`src/rtl/alu_pkg.sv`:
```
// Shared constants for the MIPS-subset front end: ALU commands, opcodes, functs,
// register index type, and the instruction decode helper used by operand_fetch.
package alu_pkg;

    typedef logic [4:0] reg_idx_t;

    // 3'b101 (NAND) exists in the ALU but is never produced by this decoder
    localparam logic [2:0] CMD_ADD = 3'b000;
    localparam logic [2:0] CMD_SUB = 3'b001;
    localparam logic [2:0] CMD_XOR = 3'b010;
    localparam logic [2:0] CMD_SLT = 3'b011;
    localparam logic [2:0] CMD_AND = 3'b100;
    localparam logic [2:0] CMD_NOR = 3'b110;
    localparam logic [2:0] CMD_OR  = 3'b111;

    localparam logic [5:0] OP_RTYPE = 6'h00;
    localparam logic [5:0] OP_ADDI  = 6'h08;
    localparam logic [5:0] OP_SLTI  = 6'h0A;
    localparam logic [5:0] OP_ANDI  = 6'h0C;
    localparam logic [5:0] OP_ORI   = 6'h0D;
    localparam logic [5:0] OP_XORI  = 6'h0E;

    localparam logic [5:0] FN_ADD = 6'h20;
    localparam logic [5:0] FN_SUB = 6'h22;
    localparam logic [5:0] FN_AND = 6'h24;
    localparam logic [5:0] FN_OR  = 6'h25;
    localparam logic [5:0] FN_XOR = 6'h26;
    localparam logic [5:0] FN_NOR = 6'h27;
    localparam logic [5:0] FN_SLT = 6'h2A;

    typedef struct packed {
        logic [2:0] cmd;
        logic       use_imm;
        logic       sext;
        logic       ill;
    } dec_t;

    function automatic dec_t decode(input logic [31:0] instr);
        dec_t d;
        d = '{cmd: CMD_ADD, use_imm: 1'b0, sext: 1'b0, ill: 1'b0};
        case (instr[31:26])
            OP_RTYPE:
                case (instr[5:0])
                    FN_ADD:  d.cmd = CMD_ADD;
                    FN_SUB:  d.cmd = CMD_SUB;
                    FN_XOR:  d.cmd = CMD_XOR;
                    FN_SLT:  d.cmd = CMD_SLT;
                    FN_AND:  d.cmd = CMD_AND;
                    FN_NOR:  d.cmd = CMD_NOR;
                    FN_OR:   d.cmd = CMD_OR;
                    default: d.ill = 1'b1;
                endcase
            OP_ADDI: d = '{cmd: CMD_ADD, use_imm: 1'b1, sext: 1'b1, ill: 1'b0};
            OP_SLTI: d = '{cmd: CMD_SLT, use_imm: 1'b1, sext: 1'b1, ill: 1'b0};
            OP_ANDI: d = '{cmd: CMD_AND, use_imm: 1'b1, sext: 1'b0, ill: 1'b0};
            OP_ORI:  d = '{cmd: CMD_OR,  use_imm: 1'b1, sext: 1'b0, ill: 1'b0};
            OP_XORI: d = '{cmd: CMD_XOR, use_imm: 1'b1, sext: 1'b0, ill: 1'b0};
            default: d.ill = 1'b1;
        endcase
        return d;
    endfunction

endpackage

```
`src/rtl/regfile.sv`:
```
// 32-entry register file: two combinational read ports, one synchronous write
// port, async active-high clear; entry 0 reads as zero and ignores writes.
module regfile
    import alu_pkg::*;
#(
    parameter int width = 32
) (
    input  logic             clk,
    input  logic             reset,
    input  reg_idx_t         ra_addr,
    output logic [width-1:0] ra_data,
    input  reg_idx_t         rb_addr,
    output logic [width-1:0] rb_data,
    input  logic             wr_en,
    input  reg_idx_t         wr_addr,
    input  logic [width-1:0] wr_data
);

    logic [width-1:0] mem [32];

    always_ff @(posedge clk or posedge reset) begin
        if (reset) begin
            for (int i = 0; i < 32; i++) mem[i] <= '0;
        end else if (wr_en && wr_addr != '0) begin
            mem[wr_addr] <= wr_data;
        end
    end

    assign ra_data = (ra_addr == '0) ? '0 : mem[ra_addr];
    assign rb_data = (rb_addr == '0) ? '0 : mem[rb_addr];

endmodule

```
`src/rtl/operand_fetch.sv`:
```
// Decode + register-read stage feeding the 3-bit-command ALU, one-entry output
// register with valid/ready. Define OPERAND_FWD_EN for same-cycle write-through bypass.
module operand_fetch
    import alu_pkg::*;
#(
    parameter int width = 32
) (
    input  logic             clk,
    input  logic             reset,
    input  logic             in_valid,
    output logic             in_ready,
    input  logic [31:0]      instr,
    input  logic             wr_en,
    input  logic [4:0]       wr_addr,
    input  logic [width-1:0] wr_data,
    output logic             out_valid,
    input  logic             out_ready,
    output logic [width-1:0] operandA,
    output logic [width-1:0] operandB,
    output logic [2:0]       command,
    output logic [4:0]       dest,
    output logic             illegal
);

    reg_idx_t         rs, rt, rd, nxt_dest;
    dec_t             dec;
    logic [width-1:0] rs_val, rt_val, rs_op, rt_op, imm, nxt_a, nxt_b;
    logic             fire;

    assign rs = instr[25:21];
    assign rt = instr[20:16];
    assign rd = instr[15:11];

    regfile #(.width(width)) u_rf (
        .clk     (clk),
        .reset   (reset),
        .ra_addr (rs),
        .ra_data (rs_val),
        .rb_addr (rt),
        .rb_data (rt_val),
        .wr_en   (wr_en),
        .wr_addr (wr_addr),
        .wr_data (wr_data)
    );

`ifdef OPERAND_FWD_EN
    // a write landing on the capture edge is visible to the captured operands
    assign rs_op = (wr_en && wr_addr != '0 && wr_addr == rs) ? wr_data : rs_val;
    assign rt_op = (wr_en && wr_addr != '0 && wr_addr == rt) ? wr_data : rt_val;
`else
    assign rs_op = rs_val;
    assign rt_op = rt_val;
`endif

    assign in_ready = !out_valid || out_ready;
    assign fire     = in_valid && in_ready;

    always_comb begin
        dec      = decode(instr);
        imm      = dec.sext ? {{(width-16){instr[15]}}, instr[15:0]}
                            : {{(width-16){1'b0}}, instr[15:0]};
        nxt_a    = rs_op;
        nxt_b    = dec.use_imm ? imm : rt_op;
        nxt_dest = dec.use_imm ? rt : rd;
        if (dec.ill) begin
            nxt_a    = '0;
            nxt_b    = '0;
            nxt_dest = '0;
        end
    end

    always_ff @(posedge clk or posedge reset) begin
        if (reset) begin
            out_valid <= 1'b0;
            operandA  <= '0;
            operandB  <= '0;
            command   <= '0;
            dest      <= '0;
            illegal   <= 1'b0;
        end else if (fire) begin
            out_valid <= 1'b1;
            operandA  <= nxt_a;
            operandB  <= nxt_b;
            command   <= dec.cmd;
            dest      <= nxt_dest;
            illegal   <= dec.ill;
        end else if (out_ready) begin
            out_valid <= 1'b0;
        end
    end

endmodule

```
`config.mk`:
```
export PLATFORM = sky130hd
export DESIGN_NAME = operand_fetch
export DESIGN_NICKNAME = d
export VERILOG_FILES = /design/src/rtl/alu_pkg.sv /design/src/rtl/regfile.sv /design/src/rtl/operand_fetch.sv
export SDC_FILE = /design/constraint.sdc
export NUM_CORES = 2
export LEC_CHECK = 0
export ABC_AREA = 1
export CAP_MARGIN = 20
export CORE_ASPECT_RATIO = 0.5
export CORE_MARGIN = 2
export CORE_UTILIZATION = 55
export CTS_CLUSTER_DIAMETER = 40
export DETAILED_ROUTE_END_ITERATION = 10
export HOLD_SLACK_MARGIN = 0.12
export MAX_ROUTING_LAYER = met4
export PLACE_DENSITY = 0.72
export SYNTH_ARGS = -nofsm -noshare
export SYNTH_HDL_FRONTEND = slang
export SYNTH_SLANG_ARGS = --single-unit
```
`constraint.sdc`:
```
create_clock -name clk -period 57.4 [get_ports clk]
set_input_delay 17.22 -clock clk [delete_from_list [all_inputs] [get_ports clk]]
set_output_delay 17.22 -clock clk [all_outputs]
set_load 0.02 [all_outputs]
```
# After elaboration in Yosys (flattened, before gate mapping)
# Index checks and enable logic that the tools add are counted.
# W data, S select, Z words.
# word_totals
word_cells,95
in_bits,74
register_bits,1098
out_inout_bits,75
# classes
n_reduce_logical,14
n_eq_ne,12
n_mux,24
n_lt_le_gt_ge,4
n_bitwise,3
# ops
op,count
$bwmux W1024,1
$mux W32,11
$bmux W32 S5,2
$demux W32 S5,1
$eq A6 B6 Y1 const B,7
$eq A6 B4 Y1 const B,5
$ge A6 B6 Y1 const B,3
$not A5 Y6,3
$pmux W3 S6,1
$pmux W3 S5,1
$logic_not A5 Y1,2
$mux W5,2
$reduce_or A7 Y1,1
$logic_not A6 Y1,1
$lt A6 B1 Y1 const B,1
$reduce_bool A5 Y1,1
$reduce_or A5 Y1,1
$pmux W2 S2,1
$logic_and A1 B1 Y1,3
$mux W1,3
$reduce_or A3 Y1,1
$pmux W1 S2,1
$reduce_bool A2 Y1,1
$reduce_or A2 Y1,1
other kinds (2),2

# Longest topological paths before layout
# depth
ltp_word,7
mapped_depth,14
depth_no_buf,12

# Hierarchy
# Synthesis repeated with hierarchy kept, for this count alone.
# unflattened
hier_cells,8769
hier_area_um2,60127.7
# by_module_without_submodules
mod,seq_area_each_um2,area_each_um2,cells_each,instances
regfile,25624.6,56703.1,8325,1
operand_fetch,1851.8,3424.5,444,1

# Worst setup path after synthesis
# No wires, ideal clock.
# synth_path
path_kind,input to output
startpoint,input port out_ready
endpoint,output port in_ready
arrival_ns,17.416
cell_stages,2
path_slack_ns,22.764
required_ns,40.180
n_path_buf,0
cell_sequence,inv_1 > nand2_1
# synth_via
elab_chain_len,1
# synth_rtl
element,line,text
"start, declared",operand_fetch.sv:17,"input logic out_ready,"
$logic_or A1 B1 Y1,operand_fetch.sv:55,assign in_ready = !out_valid || out_ready;
"end, declared",operand_fetch.sv:11,"output logic in_ready,"
# No other way between the ends.

# Worst setup path after layout
# Ends and elaborated chain as after synthesis.

==> results.sh <==
export IMPL_status="complete, no violations"
export IMPL_drcViolationCount=0
export IMPL_firstDrtPassIters=8
export IMPL_antenna_left=0
export IMPL_coreArea_sq_um=110000
export IMPL_num_rows=86
export IMPL_pwr_share_seq_pct=41.9
export IMPL_critPathLaunch="out_ready"
export IMPL_rsz0062_at_grt="no"
export IMPL_gp_congestion=0.878
export IMPL_critPathLaunchType="primary input"
export IMPL_yosys_area_top_type="dfrtp_1"
export IMPL_dp_cells=9734
export IMPL_ys_ff_latch=1098
export IMPL_synth_top_cells_by_area="dfrtp_1, nand2_1, o21ai_0"
export IMPL_finalNetCount=8451
export IMPL_power_switching_mw=0.741
export IMPL_finalSetupTns_ns=0
export IMPL_clkTransAtPathRegs_ns=0.06
export IMPL_routedWlPerCell_um=22.6
export IMPL_layout_min_cycle_time_ns=35.70
export IMPL_synth_edff_count=0
export IMPL_worst_setup_path_type="primary input to primary output"
export IMPL_r2r_start="out_valid"
export IMPL_utilization_pct=61.0
export IMPL_grtUsageTotal_pct=40.9
export IMPL_post_cts_setup_buffers=0
export IMPL_clkPwrFrac_pct=39.4
export IMPL_cts_buffers=132
export IMPL_dieArea_sq_um=113000
export IMPL_ctsHoldBuffers=0
export IMPL_synth_warnings=0
export IMPL_cap_violations=0
export IMPL_clk_latency_ns=0.77
export IMPL_die_x_um=474
export IMPL_power_density_nw_per_um2=35.7
export IMPL_syn_to_final_growth_pct=10.2
export IMPL_vias=60061
export IMPL_layout_drive_gt1_share_pct=4.68
export IMPL_instances_no_fill=9988
export IMPL_grt_pass1_vias=54419
export IMPL_initialDrtViolationCount=9146
export IMPL_ctsResizeCount=0
export IMPL_syn_nets=8828
export IMPL_drt_wl_total_um=226000
export IMPL_vdd_ir_drop_max_mv=0.0219
export IMPL_path_max_fanout=3
export IMPL_dp_hpwl_um=117000
export IMPL_hold_violations=0
export IMPL_yosys_cell_types_count=30
export IMPL_cp_end_kind="primary output"
export IMPL_r2r_slack_ns=54.55
export IMPL_switching_share_pct=31.0
export IMPL_die_h_um=239
export IMPL_netlist_instances=8754
export IMPL_report_final_setup_viol=0
export IMPL_grt_max_degree=206
export IMPL_drt_vias_per_instance=6.01
export IMPL_combPwrFrac_pct=18.6
export IMPL_clockBufferDepth=3
export IMPL_cellLeakagePower_nw=32.2
export IMPL_ioPinCount=149
export IMPL_grt_antenna_before_repair=17
export IMPL_required_ns=40.18
export IMPL_start_util_pct=55.3
export IMPL_min_period_over_period_pct=62.2
export IMPL_synth_async_reset_ratio_pct=100
export IMPL_synth_area_per_cell_sq_um=6.94
export IMPL_synth_seq_area_share_pct=45.2
export IMPL_htree_levels=4
export IMPL_worst_slew_pin_slew_ns=1.24
export IMPL_yosysMostFrequentCell="nand2_1"
export IMPL_cts_tree="yes"
export IMPL_cts_sinks=1098
export IMPL_min_delay_start="u_rf.mem[1018]"
export IMPL_cp_arrival_ns=18.48
export IMPL_final_setup_skew_ns=0.0167
export IMPL_power_mw=2.39
export IMPL_mappedNetlistArea_sq_um=60800
export IMPL_port_buffers=148
export IMPL_intPower_mw=1.65
export IMPL_slew_headroom_pct=17.0
export IMPL_hold_class="flop to flop"
export IMPL_slew_viol_final=0
export IMPL_overflow=0
export IMPL_synth_top_flop_cell="dfrtp_1"
export IMPL_grt_first_pass_wirelength_um=339000
export IMPL_synth_common_cells="nand2_1, o21ai_0, dfrtp_1"
export IMPL_ctsRootBufferMaster="clkbuf_16"
export IMPL_synth_top_area_share_pct=45.2
export IMPL_fmax_mhz=28.0
[state kept, by name, summed over array words and instances (netlist names)]
name / cells
operandA: 32
operandB: 32
out_valid: 1
dest: 5
illegal: 1
u_rf.mem: 1024
command: 3
[cells in the final DEF (no fill, tap or decap), drive strengths merged, types with 104 or more instances in the layout]
cell | synthesis | final
a21oi | 391 | 391
buf | 286 | 104
clkbuf | 467 | 169
clkdlybuf4s50 | 0 | 138
dfrtp | 1098 | 1098
inv | 767 | 774
nand2 | 2791 | 2791
nand3 | 939 | 939
nor2 | 468 | 468
o211ai | 191 | 191
o21ai | 1314 | 1314
[cell families (layout without fill, tap and decap cells)]
| group | Yosys count | in the layout | synth area share (%) |
|---|---|---|---|
| and+or+nand+nor | 4214 | 4214 | 28.3 |
| buffers and inverters | 1521 | 1246 | 9.88 |
| AOI/OAI and AO/OA | 1921 | 1921 | 16.7 |
| other | 0 | 13 | 0 |
| DFF | 1098 | 1098 | 45.2 |
[worst paths after layout]
path / endpoint / cells past startpoint
setup / recovery: in_ready / 4
hold / removal: u_rf.mem[1018] / 0
setup reg to reg: operandA[15] / 8
hold reg to reg: u_rf.mem[1018] / 0
max in group asynchronous: u_rf.mem[95] / 7
min in group asynchronous: u_rf.mem[629] / 2
[metal layers]
| metal | part of all wire, % | global-route usage [%] | up-vias |
|---|---|---|---|
| met5 | 0 | - | - |
| met4 | 5.0 | 19.7 | 0 |
| met3 | 14 | 11.5 | 714 |
| met2 | 42 | 58.1 | 3808 |
| met1 | 39 | 53.9 | 28136 |
| li1 | - | - | 27403 |
[worst max-delay path, stage by stage]
cell	delay, ns
clkdlybuf4s50_1	0.47
inv_1	0.05
nand2_1	0.13
clkdlybuf4s50_1	0.63
[power groups by stage]
stage               registers, mW  clock network [mW]  logic, mW
floorplan                   0.999                   0      0.325
global route                 1.02               0.977      0.508
global placement             1.01                   0      0.422
detailed placement           1.01                   0      0.433
finish                       1.00               0.942      0.446
CTS                         0.998               0.943      0.436
[through the flow]
stage	worst slack, ns	hold slack (ns)	instance area (sq um)
after floorplan	9.27	0.429	60800
after global placement	21.67	0.366	61900
after detailed placement	21.70	0.366	62000
after CTS	21.69	0.380	66800
after global routing	21.64	0.386	67000
final	21.70	0.379	67000
[area by class of cell]
cell class | instances | area [sq um]
clock inverters | 67 | 1030
fillers | 10036 | 42900
diodes | 13 | 32.5
repair buffers | 242 | 2350
well taps | 1496 | 1870
clock buffers | 169 | 3830
inverters | 768 | 2920
flip-flops and latches | 1098 | 27500
multi-input cells | 6135 | 27500
Note: power is estimated with default switching activity, not from simulation.
